[src/rtl/stack_pkg.sv]
// Shared stack constants and types.
// Used by the pointer controller and the datapath.
package stack_pkg;
    localparam int DW    = 8;
    localparam int AW    = 3;
    localparam int DEPTH = 2 ** AW;

    typedef logic [DW-1:0] stack_word_t;
    typedef logic [AW-1:0] stack_addr_t;
endpackage

[src/rtl/stack_datapath_if.sv]
// Bundle between controller/driver and the stack datapath.
// Slave side is the datapath.
interface stack_datapath_if;
    import stack_pkg::*;

    logic        push;
    logic        pop;
    stack_word_t din;
    stack_addr_t addr;
    logic        wen;
    logic        empty;
    logic        full;
    logic        err_clr;
    stack_word_t dout;
    logic        dout_valid;
    stack_word_t top_data;
    logic        top_valid;
    logic        ovf_err;
    logic        unf_err;

    modport slave (
        input  push, pop, din, addr, wen, empty, full, err_clr,
        output dout, dout_valid, top_data, top_valid, ovf_err, unf_err
    );

    modport master (
        output push, pop, din, addr, wen, empty, full, err_clr,
        input  dout, dout_valid, top_data, top_valid, ovf_err, unf_err
    );
endinterface

[src/rtl/stack_regfile.sv]
// DEPTH x DW storage, one sync write port, one async read port.
// Contents are intentionally not reset.
module stack_regfile
    import stack_pkg::*;
(
    input  logic        clk,
    input  logic        we,
    input  stack_addr_t waddr,
    input  stack_word_t wdata,
    input  stack_addr_t raddr,
    output stack_word_t rdata
);
    stack_word_t mem_q [DEPTH];

    // Write the addressed entry when the controller enables it.
    always_ff @(posedge clk) begin
        if (we) begin
            mem_q[waddr] <= wdata;
        end
    end

    assign rdata = mem_q[raddr];
endmodule

[src/rtl/stack_datapath.sv]
// Stack storage stage: push capture, forwarded read, pop output
// and sticky overflow/underflow flags.
module stack_datapath
    import stack_pkg::*;
(
    input  logic       clk,
    input  logic       rst,
    stack_datapath_if.slave bus
);
    stack_word_t din_q, din_d;
    stack_word_t dout_q, dout_d;
    logic        dv_q, dv_d;
    logic        ovf_q, ovf_d;
    logic        unf_q, unf_d;
    stack_word_t mem_rd;
    stack_word_t rd;
    logic        push_ok;
    logic        pop_ok;
    logic        ovf_evt;
    logic        unf_evt;

    assign push_ok = bus.push & ~bus.full;
    assign pop_ok  = bus.pop & ~bus.push & ~bus.empty;
    assign ovf_evt = bus.push & bus.full;
    assign unf_evt = bus.pop & ~bus.push & bus.empty;

    stack_regfile u_rf (
        .clk   (clk),
        .we    (bus.wen),
        .waddr (bus.addr),
        .wdata (din_q),
        .raddr (bus.addr),
        .rdata (mem_rd)
    );

    // Pending write is not yet in the array, so forward it.
    assign rd = bus.wen ? din_q : mem_rd;

    // Next-state for push staging, pop output and error flags.
    always_comb begin
        din_d  = din_q;
        dout_d = dout_q;
        dv_d   = 1'b0;
        if (push_ok) begin
            din_d = bus.din;
        end
        if (pop_ok) begin
            dout_d = rd;
            dv_d   = 1'b1;
        end
        ovf_d = (ovf_q & ~bus.err_clr) | ovf_evt;
        unf_d = (unf_q & ~bus.err_clr) | unf_evt;
    end

    // State registers with asynchronous active-low reset.
    always_ff @(posedge clk or negedge rst) begin
        if (!rst) begin
            din_q  <= '0;
            dout_q <= '0;
            dv_q   <= 1'b0;
            ovf_q  <= 1'b0;
            unf_q  <= 1'b0;
        end else begin
            din_q  <= din_d;
            dout_q <= dout_d;
            dv_q   <= dv_d;
            ovf_q  <= ovf_d;
            unf_q  <= unf_d;
        end
    end

    assign bus.dout       = dout_q;
    assign bus.dout_valid = dv_q;
    assign bus.top_data   = rd;
    assign bus.top_valid  = ~bus.empty;
    assign bus.ovf_err    = ovf_q;
    assign bus.unf_err    = unf_q;
endmodule

[src/flat_wrapper.sv]
// flat-port wrapper written by rule: the top's interface ports become plain ports
module stack_datapath_flat import stack_pkg::*;
  (clk, rst, bus_push, bus_pop, bus_din, bus_addr, bus_wen, bus_empty, bus_full, bus_err_clr, bus_dout, bus_dout_valid, bus_top_data, bus_top_valid, bus_ovf_err, bus_unf_err);
  stack_datapath_if bus_i ();
  input  logic clk;
  input  logic rst;
  input wire logic [$bits(bus_i.push)-1:0] bus_push;
  input wire logic [$bits(bus_i.pop)-1:0] bus_pop;
  input wire logic [$bits(bus_i.din)-1:0] bus_din;
  input wire logic [$bits(bus_i.addr)-1:0] bus_addr;
  input wire logic [$bits(bus_i.wen)-1:0] bus_wen;
  input wire logic [$bits(bus_i.empty)-1:0] bus_empty;
  input wire logic [$bits(bus_i.full)-1:0] bus_full;
  input wire logic [$bits(bus_i.err_clr)-1:0] bus_err_clr;
  output wire logic [$bits(bus_i.dout)-1:0] bus_dout;
  output wire logic [$bits(bus_i.dout_valid)-1:0] bus_dout_valid;
  output wire logic [$bits(bus_i.top_data)-1:0] bus_top_data;
  output wire logic [$bits(bus_i.top_valid)-1:0] bus_top_valid;
  output wire logic [$bits(bus_i.ovf_err)-1:0] bus_ovf_err;
  output wire logic [$bits(bus_i.unf_err)-1:0] bus_unf_err;
  assign bus_i.push = bus_push;
  assign bus_i.pop = bus_pop;
  assign bus_i.din = bus_din;
  assign bus_i.addr = bus_addr;
  assign bus_i.wen = bus_wen;
  assign bus_i.empty = bus_empty;
  assign bus_i.full = bus_full;
  assign bus_i.err_clr = bus_err_clr;
  assign bus_dout = bus_i.dout;
  assign bus_dout_valid = bus_i.dout_valid;
  assign bus_top_data = bus_i.top_data;
  assign bus_top_valid = bus_i.top_valid;
  assign bus_ovf_err = bus_i.ovf_err;
  assign bus_unf_err = bus_i.unf_err;
  stack_datapath u_core (.clk(clk), .rst(rst), .bus(bus_i));
endmodule
[config.mk]
export PLATFORM = sky130hd
export DESIGN_NAME = stack_datapath_flat
export DESIGN_NICKNAME = d
export VERILOG_FILES = /design/src/rtl/stack_pkg.sv /design/src/rtl/stack_datapath_if.sv /design/src/rtl/stack_regfile.sv /design/src/rtl/stack_datapath.sv /design/src/flat_wrapper.sv
export SDC_FILE = /design/constraint.sdc
export NUM_CORES = 1
export LEC_CHECK = 0
export CELL_PAD_IN_SITES_DETAIL_PLACEMENT = 1
export CELL_PAD_IN_SITES_GLOBAL_PLACEMENT = 2
export CORE_MARGIN = 3
export CORE_UTILIZATION = 42
export DETAILED_ROUTE_END_ITERATION = 12
export PLACE_DENSITY = 0.81
export SYNTH_ARGS = -nofsm -noshare
export SYNTH_HDL_FRONTEND = slang
export SYNTH_SLANG_ARGS = --single-unit
[constraint.sdc]
create_clock -name clk -period 5.6 [get_ports clk]
set_input_delay 1.4 -clock clk [delete_from_list [all_inputs] [get_ports clk]]
set_output_delay 1.4 -clock clk [all_outputs]
set_load 0.01 [all_outputs]
Word-level counts from Yosys, hierarchy flattened:

Memory sizes are Yosys's and may differ from the RTL's.
Index checks and enable logic that the tools add are counted.

* bits in registers: 19
* memory bits (writable): 64
* output and inout port bits: 20
* memories: 1

* multiplexer cells: 4
* bitwise gates (word level): 13

Memories
* u_core.u_rf.mem_q: words 8, width 8, rd ports 1, clocked after memory_dff 0, write ports 1, line stack_regfile.sv:13 `stack_word_t mem_q [DEPTH];`

Operators with widths (number)
* two-way mux 8 bit: 1
* AND 1 bit: 7
* inverter 1 bit: 4
* two-way mux 1 bit: 3
* OR 1 bit: 2

Logic depth before layout (Yosys ltp):

* depth after elaboration: 4
* gate-level depth with buffers: 7

Modules after synthesis:

Synthesis repeated with hierarchy kept, for this count alone.

* cells, all modules: 161
* area, all modules: 3407.0 um2

By module, submodules not included
* stack_regfile: times used 1, cells an instance 106, area an instance 2531.2 um2
* stack_datapath: times used 1, cells an instance 55, area an instance 875.8 um2

Worst setup path after synthesis:

Ideal clock, no wire load.

* path kind: input to output
* from: input port bus_addr[2]
* to: output port bus_top_data[5]
* arrival time: 2.469 ns
* required time: 4.200 ns
* slack: 1.731 ns
* cell stages on the path: 5
* path buffers: 1
* cells stage by stage: buf_6 -> mux2_4 -> a221oi_2 -> o22ai_1 -> mux2_2

* word-level cells in the longest chain between the ends: 2

Ends and longest elaborated chain
* start, declared: line flat_wrapper.sv:10 `input wire logic [$bits(bus_i.addr)-1:0] bus_addr;`
* memory read (8 x 8 bit)
* two-way mux 8 bit: line stack_datapath.sv:37 `assign rd = bus.wen ? din_q : mem_rd;`
* end, declared: line flat_wrapper.sv:17 `output wire logic [$bits(bus_i.top_data)-1:0] bus_top_data;`

No other way between the ends.

Worst setup path after layout:

* from: input port bus_addr[2]
* to: output port bus_top_data[2]

Same word-level chain as after synthesis.

==> flow_summary.json <==
{
  "min_period_ns": 5.26,
  "drtPass1Iterations": 4,
  "path_class": "in2out",
  "synth_seq_cells": 83,
  "worstPathMaxFanout": 10,
  "root_buffer": "clkbuf_8",
  "cp.required_ns": 4.20,
  "nNetsFinal": 306,
  "fill_cells": 783,
  "antenna_found_initial": 0,
  "netlist_top_cells_count": "edfxtp_1 (64), dfrtp_1 (19), nor2_1 (16), nand2_1 (15)",
  "multi_input_area_um2": 956,
  "worst-endpoint-arrival_ns": 3.86,
  "path_cells": "clkdlybuf4s50_1 > buf_4 > mux2i_1 > mux4_2 > nand3_1 > o21a_1 > clkdlybuf4s50_1",
  "tritoncts": "built",
  "rr_worst_depth": 4,
  "cp.buffers_inverters": 3,
  "leakage_nw": 1.50,
  "drc": 0,
  "crit_path_max_incr_delay_ns": 0.75,
  "initial_utilization_pct": 44.1,
  "ys.flop_type": "edfxtp_1",
  "hold_viol_final": 0,
  "slew_viol_final": 0,
  "viasPerCell": 5.41,
  "min_path_cells": 2,
  "postSynth.asyncResetShare_pct": 22.9,
  "placed_cells": 378,
  "period_share_pct": 94.0,
  "hpwl_um": 5780,
  "status": "finished, final reports clean",
  "drtIter0Drc": 124,
  "rrSetupSlack_ns": 4.16,
  "mappedNetlistArea_um2": 3460,
  "gp_congestion": 0.749,
  "portBuffers": 38,
  "synth_edf_count": 64,
  "post_cts_resized": 0,
  "cts.sinks": 83,
  "ys_types": 41,
  "met2_usage_pct": 31.7,
  "yosysSeqAreaShare_pct": 69.3,
  "use_met1_pct": 23.7,
  "routedWlPerCell_um": 20.8,
  "grt_max_degree": 22,
  "whs_endpoint": "u_core.bus.ovf_err$_DFF_PN0_",
  "global_route.usage.total_pct": 18.6,
  "yosysMostFrequentCell": "edfxtp_1",
  "drv_cap": 0,
  "power_mw": 1.31,
  "final-instance-count-excl-fill": 394,
  "cts_made_buffers": 9,
  "setup-violations-final": 0,
  "cts_htree_levels": 3,
  "tns_ns": 0,
  "synthDominantCellAreaShare_pct": 55.6,
  "grt_pass1_wl_um": 13100,
  "dr_total_vias": 2132,
  "startpoint_type": "primary input",
  "drtAntennaViolNets": 0,
  "rows": 32,
  "clock.fmax_mhz": 190,
  "gr-total-overflow": 0,
  "ir_drop_v": 0.000159,
  "busiest_layer": "met2",
  "ctsHoldBuffers": 0,
  "crit_family": "buffers and inverters",
  "die_area_um2": 9360,
  "rsz0062_at_grt": "no",
  "synth_top_area_cell": "edfxtp_1",
  "totalWireLength_um": 8200,
  "skew_ns": 0.00890,
  "crit_path_end_kind": "output port",
  "hp-start": "u_core.bus.ovf_err$_DFF_PN0_",
  "netlist_instances": 243,
  "yosys_warnings": 0,
  "die_width_um": 96.8,
  "area_delta_synth_final_pct": 19.9,
  "cts_buffer_depth": 2,
  "clock_latency_ns": 0.35,
  "timing.rr.end": "u_core.bus.dout[5]$_DFFE_PN0P_",
  "antenna_cells": 0,
  "whs_ns": 0.551,
  "die_h_um": 96.8,
  "slowest_stage": "clkdlybuf4s50_1",
  "cp.depth": 7,
  "syn_nets": 262,
  "rr_startpoint": "u_core.u_rf.mem_q[5][5]$_DFFE_PP_",
  "drive_gt1_share_pct": 15.4,
  "power_density_nw_per_um2": 317,
  "regArea_um2": 2400,
  "met3_usage_pct": 4.83,
  "ys_top_cells_by_area": "edfxtp_1 (56%), dfrtp_1 (14%), mux2_2 (3.3%)",
  "clkTransAtPathRegs_ns": 0.08,
  "core-area_um2": 7850,
  "postCtsSetupRepairBufs": 0,
  "slew-limit-headroom_pct": 23.7,
  "hold_path_class": "reg2reg",
  "grt_pass1_vias": 2301,
  "worst_slew_pin_slew_ns": 1.14,
  "io_pins": 39,
  "avgSynthCellArea_um2": 14.2,
  "critPathMostFrequentCell": "clkdlybuf4s50_1"
}
-- metrics by stage --
stage	util (%)	setup WS (ns)	instance area [um^2]
2_1_floorplan	-	1.73	3460
3_3_place_gp	50.6	0.423	3970
3_5_place_dp	50.6	0.323	3970
4_1_cts	52.9	0.314	4150
5_1_grt	52.9	0.244	4150
6_report	52.9	0.338	4150
-- worst max path at each step --
stage | from | endpoint | slack [ns]
after floorplan | bus_addr[2] | bus_top_data[5] | 1.73
after global placement | bus_addr[2] | bus_top_data[2] | 0.42
after detailed placement | bus_addr[2] | bus_top_data[2] | 0.32
after CTS | bus_addr[2] | bus_top_data[2] | 0.31
after global routing | bus_addr[2] | bus_top_data[2] | 0.24
final | bus_addr[2] | bus_top_data[2] | 0.34
-- flip-flops by register name, indices dropped and copies added, names as in the netlist --
signal,cells
u_core.bus.dout,8
u_core.din_q,8
u_core.u_rf.mem_q,64
u_core.bus.dout_valid,1
u_core.bus.ovf_err,1
u_core.bus.unf_err,1
-- tightest hold or removal path, delay by kind of cell, from the launching register on --
family,cells,cell delay [ns]
compound gates,1,0.07
flops,1,0.39
buf+inv,1,0.05
-- report_power, final --
| group | switching, mW | internal [mW] |
|---|---|---|
| Clock | 0.211 | 0.185 |
| Combinational | 0.0810 | 0.0894 |
| Sequential | 0.0350 | 0.713 |
-- per-layer routing --
layer	up-vias	wire [um]
met1	1090	3500
met3	9	245
met4	0	100
met5	-	0
li1	1002	-
met2	31	4350
-- layout make-up --
cell class,count,area share [%]
repair buffers,48,11.0
flip-flops and latches,83,57.8
inverters,9,0.814
clock inverters,4,0.543
multi-input cells,136,23.0
clock buffers,12,3.74
well taps,102,3.08
-- cell usage in the layout (no fill, tap or decap), drive strengths merged, types with 3 or more instances in the layout --
cell / Yosys / final
a21o: 7 / 7
a21oi: 9 / 9
a221oi: 4 / 4
a31oi: 8 / 8
buf: 9 / 10
clkbuf: 6 / 12
clkdlybuf4s50: 0 / 38
dfrtp: 19 / 19
edfxtp: 64 / 64
inv: 9 / 11
mux2: 14 / 14
mux2i: 10 / 10
nand2: 15 / 15
nand2b: 3 / 3
nand3: 5 / 5
nand3b: 4 / 4
nor2: 16 / 16
nor2b: 4 / 4
nor3: 4 / 4
o21ai: 11 / 11
-- cell families (layout without fill, tap and decap cells) --
family	Yosys count	after routing	share of synthesized area (%)
compound gates	51	51	10.1
buf+inv	24	73	3.22
flops	83	83	69.3
mux	26	26	8.97
simple gates	59	59	8.46
Note: power is estimated with default switching activity, not from simulation.
